**config.mk**
```make
export PLATFORM = sky130hd
export DESIGN_NAME = lut_prog_flat
export DESIGN_NICKNAME = d
export VERILOG_FILES = /design/src/rtl/lut_prog_pkg.sv /design/src/rtl/lut_prog_if.sv /design/src/rtl/lut_prog_shift_loader.sv /design/src/rtl/lut_prog.sv /design/src/flat_wrapper.sv
export SDC_FILE = /design/constraint.sdc
export NUM_CORES = 1
export LEC_CHECK = 0
export CAP_MARGIN = 20
export CORE_ASPECT_RATIO = 0.75
export CORE_UTILIZATION = 62
export DETAILED_ROUTE_END_ITERATION = 12
export DONT_BUFFER_PORTS = 1
export PLACE_DENSITY = 0.78
export SYNTH_ARGS = -nofsm -noshare
export SYNTH_HDL_FRONTEND = slang
export SYNTH_SLANG_ARGS = --single-unit
```
**constraint.sdc**
```tcl
create_clock -name clk -period 2 [get_ports clk]
set_input_delay 0.2 -clock clk [delete_from_list [all_inputs] [get_ports clk]]
set_output_delay 0.2 -clock clk [all_outputs]
set_load 0.02 [all_outputs]
```
**src/rtl/lut_prog_pkg.sv**
```systemverilog
// Shared types and constants for the run-time programmable LUT and its loader.
// Truth-table constants are stored with address 0 in bit 0.
package lut_pkg;

    typedef enum logic [1:0] {
        IDLE   = 2'd0,
        LOAD   = 2'd1,
        COMMIT = 2'd2
    } lut_prog_state_t;

    localparam int LUT_K_DEFAULT = 4;

    localparam logic [3:0]  TT_AND2 = 4'h8;
    localparam logic [15:0] TT_AND4 = 16'h8000;
    localparam logic [15:0] TT_EQN  = 16'hDAA5;

endpackage

```
**src/rtl/lut_prog_if.sv**
```systemverilog
// Configuration and read-port bundle of the programmable LUT.
// master = controller side, slave = LUT.
interface lut_prog_if
    import lut_pkg::*;
#(
    parameter int K = LUT_K_DEFAULT
);
    logic         cfg_start;
    logic         cfg_abort;
    logic         cfg_valid;
    logic         cfg_bit;
    logic         cfg_ready;
    logic         cfg_busy;
    logic         cfg_done;
    logic [K-1:0] address;
    logic         result;

    modport master (
        output cfg_start, cfg_abort, cfg_valid, cfg_bit, address,
        input  cfg_ready, cfg_busy, cfg_done, result
    );

    modport slave (
        input  cfg_start, cfg_abort, cfg_valid, cfg_bit, address,
        output cfg_ready, cfg_busy, cfg_done, result
    );
endinterface

```
**src/rtl/lut_prog_shift_loader.sv**
```systemverilog
// Serial truth-table loader: fills a shadow register bit by bit (address 0 first),
// then raises a single-cycle commit strobe while in COMMIT.
module lut_shift_loader
    import lut_pkg::*;
#(
    parameter int DEPTH = 16
) (
    input  logic             clk,
    input  logic             rst_n,
    input  logic             cfg_start,
    input  logic             cfg_abort,
    input  logic             cfg_valid,
    input  logic             cfg_bit,
    output logic             cfg_ready,
    output logic             cfg_busy,
    output logic             commit,
    output logic [DEPTH-1:0] shadow
);
    // One extra count bit keeps the counter from wrapping before COMMIT is reached.
    localparam int CW = $clog2(DEPTH) + 1;

    lut_prog_state_t  state_q, state_d;
    logic [CW-1:0]    count_q;
    logic [DEPTH-1:0] shadow_q;
    logic             accept;
    logic             restart;

    always_ff @(posedge clk or negedge rst_n) begin
        if (!rst_n) begin
            state_q  <= IDLE;
            count_q  <= '0;
            shadow_q <= '0;
        end else begin
            state_q <= state_d;
            if (restart) begin
                count_q  <= '0;
                shadow_q <= '0;
            end else if (accept) begin
                shadow_q[count_q[CW-2:0]] <= cfg_bit;
                count_q                   <= count_q + 1'b1;
            end
        end
    end

    always_comb begin
        state_d = state_q;
        unique case (state_q)
            IDLE:   if (cfg_start) state_d = LOAD;
            LOAD: begin
                if (cfg_abort)
                    state_d = IDLE;
                else if (!cfg_start && cfg_valid && (count_q == CW'(DEPTH - 1)))
                    state_d = COMMIT;
            end
            COMMIT: state_d = IDLE;
            default: state_d = IDLE;
        endcase
    end

    // Abort outranks start, start outranks a data bit.
    always_comb begin
        cfg_ready = (state_q == LOAD);
        cfg_busy  = (state_q != IDLE);
        commit    = (state_q == COMMIT);
        restart   = cfg_start && !cfg_abort && ((state_q == IDLE) || (state_q == LOAD));
        accept    = (state_q == LOAD) && !cfg_abort && !cfg_start && cfg_valid;
    end

    assign shadow = shadow_q;

endmodule

```
**src/rtl/lut_prog.sv**
```systemverilog
// Run-time programmable K-input LUT: serial loader plus the active table and read mux.
// The old table keeps answering reads until the commit edge swaps in the new one.
module lut_prog
    import lut_pkg::*;
#(
    parameter int K = LUT_K_DEFAULT
) (
    input  logic     clk,
    input  logic     rst_n,
    lut_prog_if.slave bus
);
    localparam int DEPTH = 2 ** K;

    logic [DEPTH-1:0] shadow;
    logic [DEPTH-1:0] active_q;
    logic             commit;
    logic             done_q;

    lut_shift_loader #(
        .DEPTH (DEPTH)
    ) u_loader (
        .clk       (clk),
        .rst_n     (rst_n),
        .cfg_start (bus.cfg_start),
        .cfg_abort (bus.cfg_abort),
        .cfg_valid (bus.cfg_valid),
        .cfg_bit   (bus.cfg_bit),
        .cfg_ready (bus.cfg_ready),
        .cfg_busy  (bus.cfg_busy),
        .commit    (commit),
        .shadow    (shadow)
    );

    always_ff @(posedge clk or negedge rst_n) begin
        if (!rst_n) begin
            active_q <= '0;
            done_q   <= 1'b0;
        end else begin
            done_q <= commit;
            if (commit) active_q <= shadow;
        end
    end

    assign bus.cfg_done = done_q;
    assign bus.result   = active_q[bus.address];

endmodule

```
**src/flat_wrapper.sv**
```systemverilog
// flat-port wrapper written by rule: the top's interface ports become plain ports
module lut_prog_flat import lut_pkg::*;
#(
    parameter int K = LUT_K_DEFAULT
)
  (clk, rst_n, bus_cfg_start, bus_cfg_abort, bus_cfg_valid, bus_cfg_bit, bus_address, bus_cfg_ready, bus_cfg_busy, bus_cfg_done, bus_result);
  lut_prog_if #(.K(K)) bus_i ();
  input  logic clk;
  input  logic rst_n;
  input wire logic [$bits(bus_i.cfg_start)-1:0] bus_cfg_start;
  input wire logic [$bits(bus_i.cfg_abort)-1:0] bus_cfg_abort;
  input wire logic [$bits(bus_i.cfg_valid)-1:0] bus_cfg_valid;
  input wire logic [$bits(bus_i.cfg_bit)-1:0] bus_cfg_bit;
  input wire logic [$bits(bus_i.address)-1:0] bus_address;
  output wire logic [$bits(bus_i.cfg_ready)-1:0] bus_cfg_ready;
  output wire logic [$bits(bus_i.cfg_busy)-1:0] bus_cfg_busy;
  output wire logic [$bits(bus_i.cfg_done)-1:0] bus_cfg_done;
  output wire logic [$bits(bus_i.result)-1:0] bus_result;
  assign bus_i.cfg_start = bus_cfg_start;
  assign bus_i.cfg_abort = bus_cfg_abort;
  assign bus_i.cfg_valid = bus_cfg_valid;
  assign bus_i.cfg_bit = bus_cfg_bit;
  assign bus_i.address = bus_address;
  assign bus_cfg_ready = bus_i.cfg_ready;
  assign bus_cfg_busy = bus_i.cfg_busy;
  assign bus_cfg_done = bus_i.cfg_done;
  assign bus_result = bus_i.result;
  lut_prog #(.K(K)) u_core (.clk(clk), .rst_n(rst_n), .bus(bus_i));
endmodule
```
Yosys cells after proc, flatten, opt, wreduce, memory -nomap -nowiden
Cells that the tools add are included.
- bits in registers: 40
- word-level logic and storage cells: 42
- output and inout port bits: 4
- add/sub/neg operators: 1
- equality and inequality tests: 5
- mux-type cells: 13
- $lt $le $gt $ge: 3
- reduce and logical (&&, ||, !) cells: 15
- operators with widths (cell ; count):
    16-bit 2-to-1 mux ; 2
    16-bit bitwise mux ; 1
    4-bit by 5-bit < comparator with 1-bit output, second input constant ; 2
    5-bit 2-to-1 mux ; 2
    1-bit logical AND ; 8
    2-bit 2-to-1 mux ; 3
    5-bit by 1-bit adder with 5-bit output, second input constant ; 1
    5-bit by 4-bit equality test with 1-bit output, second input constant ; 1
    1-bit binary-select mux with 4-bit select ; 1
    1-bit demux with 4-bit select ; 1
    4-bit by 1-bit >= comparator with 1-bit output, second input constant ; 1
    2-bit one-hot mux with 2 select lines ; 1
    2-bit nonzero test ; 2
    3-bit by 2-bit != test with 1-bit output, second input constant ; 1
    2-bit by 1-bit equality test with 1-bit output, second input constant ; 1
    2-bit equality test, second input constant ; 1
    1-bit logical NOT ; 2
    2-bit logical NOT ; 1
    1-bit 2-to-1 mux ; 2
    2-bit != test, second input constant ; 1
    2-bit AND reduction ; 1
    1-bit logical OR ; 1

Logic depth before layout (Yosys ltp)
- depth after elaboration: 7
- depth in mapped cells: 6

Hierarchy
From an unflattened synthesis, not the netlist that was laid out.
- cells, all modules: 163
- area total of the unflattened synthesis: 1980.6 sq um
- by module, submodules not included (module ; cells an instance ; times used ; area an instance (sq um) ; sequential area each (sq um)):
    lut_shift_loader ; 121 ; 1 ; 1229.9 ; 575.6
    lut_prog ; 42 ; 1 ; 750.7 ; 425.4

Worst setup path before layout
No wires, ideal clock.
- kind: reg-to-reg
- from: reg u_core.u_loader.state_q[1]
- to: reg u_core.u_loader.shadow_q[10] (netlist: u_core.u_loader.shadow[10])
- cell stages (with the launch flop): 6
- clock period less this slack: 1.396 ns
- arrival time: 1.270 ns
- setup time: 0.126 ns
- path buffers: 2
- slack: 0.604 ns
- cells stage by stage: dfrtp_1 -> or3b_1 -> buf_2 -> nand2_2 -> buf_2 -> mux2i_1
- cells in the longest elaborated chain, start to end: 5
- elaborated cells on any way between the ends: 9
- classes of those cells: eq/ne: 1; mux: 1; reduce/logical: 7
- ends and longest elaborated chain (what ; line ; RTL):
    start: declaration ; lut_prog_shift_loader.sv:22 ; lut_prog_state_t state_q, state_d;
    start signal: assignment ; lut_prog_shift_loader.sv:34 ; state_q <= state_d;
    2-bit by 1-bit equality test with 1-bit output ; lut_prog_shift_loader.sv:65, lut_prog_shift_loader.sv:66 ;
    1-bit logical AND (3 in series) ; lut_prog_shift_loader.sv:66 ; accept = (state_q == LOAD) && !cfg_abort && !cfg_start && cfg_valid;
    2-bit nonzero test (no source line) ; n/a ;
    end signal: indexed assignment ; lut_prog_shift_loader.sv:39 ; shadow_q[count_q[CW-2:0]] <= cfg_bit;
    end: declaration ; lut_prog_shift_loader.sv:24 ; logic [DEPTH-1:0] shadow_q;
Several ways; a longest one is shown, not always the timed one.
A chain may end at the register's enable or synchronous reset.

Worst setup path in the final report
- from: reg u_core.active_q[7]
- to: out bus_result
- cells in the longest elaborated chain, start to end: 2
- ends and longest elaborated chain (what ; line ; RTL):
    start: declaration ; lut_prog.sv:15 ; logic [DEPTH-1:0] active_q;
    start signal: assignment ; lut_prog.sv:40 ; if (commit) active_q <= shadow;
    1-bit binary-select mux with 4-bit select ; lut_prog.sv:45 ; assign bus.result = active_q[bus.address];
    1-bit 2-to-1 mux (implied by the code) ; lut_prog.sv:45 ;
    end: declaration ; flat_wrapper.sv:18 ; output wire logic [$bits(bus_i.result)-1:0] bus_result;
Every way passes these cells. The select of a mux whose other input is x is not followed.

==> flow_summary.ini <==
[run_status]
outcome = finished, final reports clean

[synthesis]
synth-edff-count = 0
async_flop_share_pct = 100
synth_seq_cells = 40
yosysMostFrequentCell = dfrtp_1
syn-instance-count = 163
synth.net_count = 178
ys_seq_area_share_pct = 50.5
synth_warnings = 0
ys_top_cells_by_area = dfrtp_1, mux2i_1, mux2_2
synth_common_cells = dfrtp_1, mux2i_1, nand2_1
yosysTopAreaCell = dfrtp_1
ys.flop_type = dfrtp_1
syn_avg_cell_area_um2 = 12.2
yosysUniqueCellTypes = 33
yosysTopAreaCellShare_pct = 50.5
syn_area_mm2 = 0.00198

[clocking]
cts_resized = 0
clock-sinks = 40
insertion_delay_ns = 0.28
path_clk_slew_ns = 0.07
cts.path.max_buffers = 2
clockRootBuffer = clkbuf_8
htreeDepth = 2
cts_made_buffers = 5
cts_tree = built

[die]
die_y_um = 51.0
rows = 17
initial_core_util_pct = 66.0
ios = 14
die_area_mm2 = 0.00343
fp.dieW_um = 67.3
design.core.area_mm2 = 0.00300

[place]
dpl.cell_count = 194
port_buffers = 0
placed_area_mm2 = 0.00200
place_congestion = 0.829
dp_slack_ns = 0.352
dp_hpwl_mm = 2.62

[global_routing]
antenna_found_initial = 0
grt_max_degree = 41
overflow = 0
grt_pass1_vias = 1295
grt_pass1_wl_mm = 6.22
grt_usage_pct = 25.3

[worst_setup_path]
crit_path_start_kind = flop
crit_end = bus_result
rr_startpoint = u_core.u_loader.state_q[1]$_DFFE_PN0P_
r2r-end = u_core.u_loader.count_q[3]$_DFFE_PN0P_
crit_path_cell_trace = mux4_2, mux2i_1, mux2i_1
cpMostUsedCell = mux2i_1
max_stage_delay_ns = 0.51
reg2reg_depth = 3
cp_slowest_cell = mux4_2
cp-startpoint = u_core.active_q[7]$_DFFE_PN0P_
end_kind = primary output
path_max_fanout = 2
required_ns = 1.80
cp.arrival_ns = 1.53
rrSetupSlack_ns = 0.32
critPathKind = flop to primary output

[finish]
nNetsFinal = 181
syn_to_final_growth_pct = 7.71
fin_area_mm2 = 0.00213
fin_util_pct = 71.1
n_antenna_cell = 0
fin_cells = 205
drive_gt1_share_pct = 20.4

[route]
drc = 0
dr.first_iter.drc_count = 97
drt-pass1-iter-count = 4
routedWlPerCell_um = 18.0
wl_mm = 3.70
postRouteAntennaNets = 0
vias = 1283
viasPerCell = 6.26

[sta]
period_share_pct = 86.3
finalCriticalPeriod_ns = 1.73
fin_skew_ns = 0.00616
tightest_slew_ns = 0.467
timing.hold.ws_ns = 0.103
maxSlewHeadroom_pct = 68.0
setup-violations-final = 0
worst_slack_ns = 0.274
fin_tns_setup_ns = 0
max_freq_mhz = 579
rsz0062_at_grt = false
final_max_slew_viol_count = 0
final_hold_viol_count = 0

[run]
drv_cap = 0

[power_and_ir_drop]
power.density_mw_per_mm2 = 694
power_mw = 1.48
irDropWorstVdd_v = 0.000421
p_leak_nw = 1.01

[hold_path]
hold_depth = 2
hold_class = input pin to flop
## worst min-delay path by stage
stage | from | endpoint | slack, ns
3_3_place_gp | rst_n | u_core.active_q[15]$_DFFE_PN0P_ | -0.09
4_1_cts | bus_cfg_abort | u_core.u_loader.state_q[0]$_DFFE_PN0P_ | 0.01
6_report | bus_cfg_abort | u_core.u_loader.count_q[3]$_DFFE_PN0P_ | 0.10
5_1_grt | bus_cfg_abort | u_core.u_loader.shadow[12]$_DFFE_PN0P_ | 0.09
3_5_place_dp | rst_n | u_core.u_loader.shadow[15]$_DFFE_PN0P_ | -0.09
2_1_floorplan | rst_n | u_core.active_q[0]$_DFFE_PN0P_ | -0.1
## layout by cell type, fill, tap and decap left out
cell type / instances
nand3_1: 4
a21oi_1: 3
mux4_2: 4
inv_1: 5
buf_12: 1
clkinv_2: 2
and2b_1: 1
mux2i_1: 19
nor3b_1: 1
or4_1: 1
clkbuf_8: 6
o21ai_0: 3
and3_1: 1
ha_1: 5
o31ai_1: 1
nor3_1: 1
nand2_1: 18
mux2_2: 16
or2_2: 1
o211ai_1: 2
nand4bb_1: 1
a211oi_1: 1
buf_4: 2
nor4_1: 1
nand2_2: 1
or3b_1: 1
nor2b_1: 4
dlygate4sd3_1: 2
nand2b_1: 2
mux2_1: 1
nor2_1: 3
nor4b_1: 2
and4bb_2: 1
nand4b_1: 9
dfrtp_1: 40
or3_1: 1
## critical path: cells and delay by family (launching register included)
kind	cells	cell delay, ns
DFF	1	0.39
muxes	3	0.86
## layer usage
metal | GRT usage, % | share of wire [%] | vias to the layer above | wire [um]
met5 | 0 | 0 | - | 0
met4 | 8.16 | 0.97 | 0 | 36
met3 | 6.47 | 3.6 | 4 | 134
met2 | 40.0 | 47 | 28 | 1760
met1 | 34.1 | 48 | 658 | 1770
li1 | - | - | 593 | -
## cell families (layout without fill, tap and decap cells)
group / Yosys count / in the layout / synth area share, %
simple gates: 54 / 54 / 16.4
flops: 40 / 40 / 50.5
mux: 40 / 40 / 23.8
fa+ha+maj: 5 / 5 / 3.16
buf+inv: 14 / 18 / 3.10
compound gates: 10 / 10 / 3.03
## power by group
part | total [mW] | internal [mW] | switching (mW) | leakage (nW)
clock | 0.533 | 0.275 | 0.258 | 0.0510
combinational | 0.114 | 0.0426 | 0.0717 | 0.408
sequential | 0.832 | 0.819 | 0.0134 | 0.555
total | 1.48 | 1.14 | 0.343 | 1.01
## registers in the layout, indices dropped and copies added, names as in the netlist
register / cells
u_core.u_loader.state_q: 2
u_core.u_loader.shadow: 16
u_core.u_loader.count_q: 5
u_core.active_q: 16
u_core.bus.cfg_done: 1
## what timing repair did
item,in CTS,in global routing
hold buffers,2,1
buffers inserted,0,0
hold endpoints to repair,40,1
endpoints found under the setup margin,0,0
## area by class of cell
cell class / instances / area [um^2]
tap: 38 / 47.5
sequential: 40 / 1000
clock buffer: 6 / 82.6
fill: 208 / 866
timing repair buffer: 5 / 55.1
multi-input combinational: 109 / 918
clock inverter: 2 / 10.0
inverter: 5 / 18.8
No activity file was read; power rests on OpenSTA's default activity.
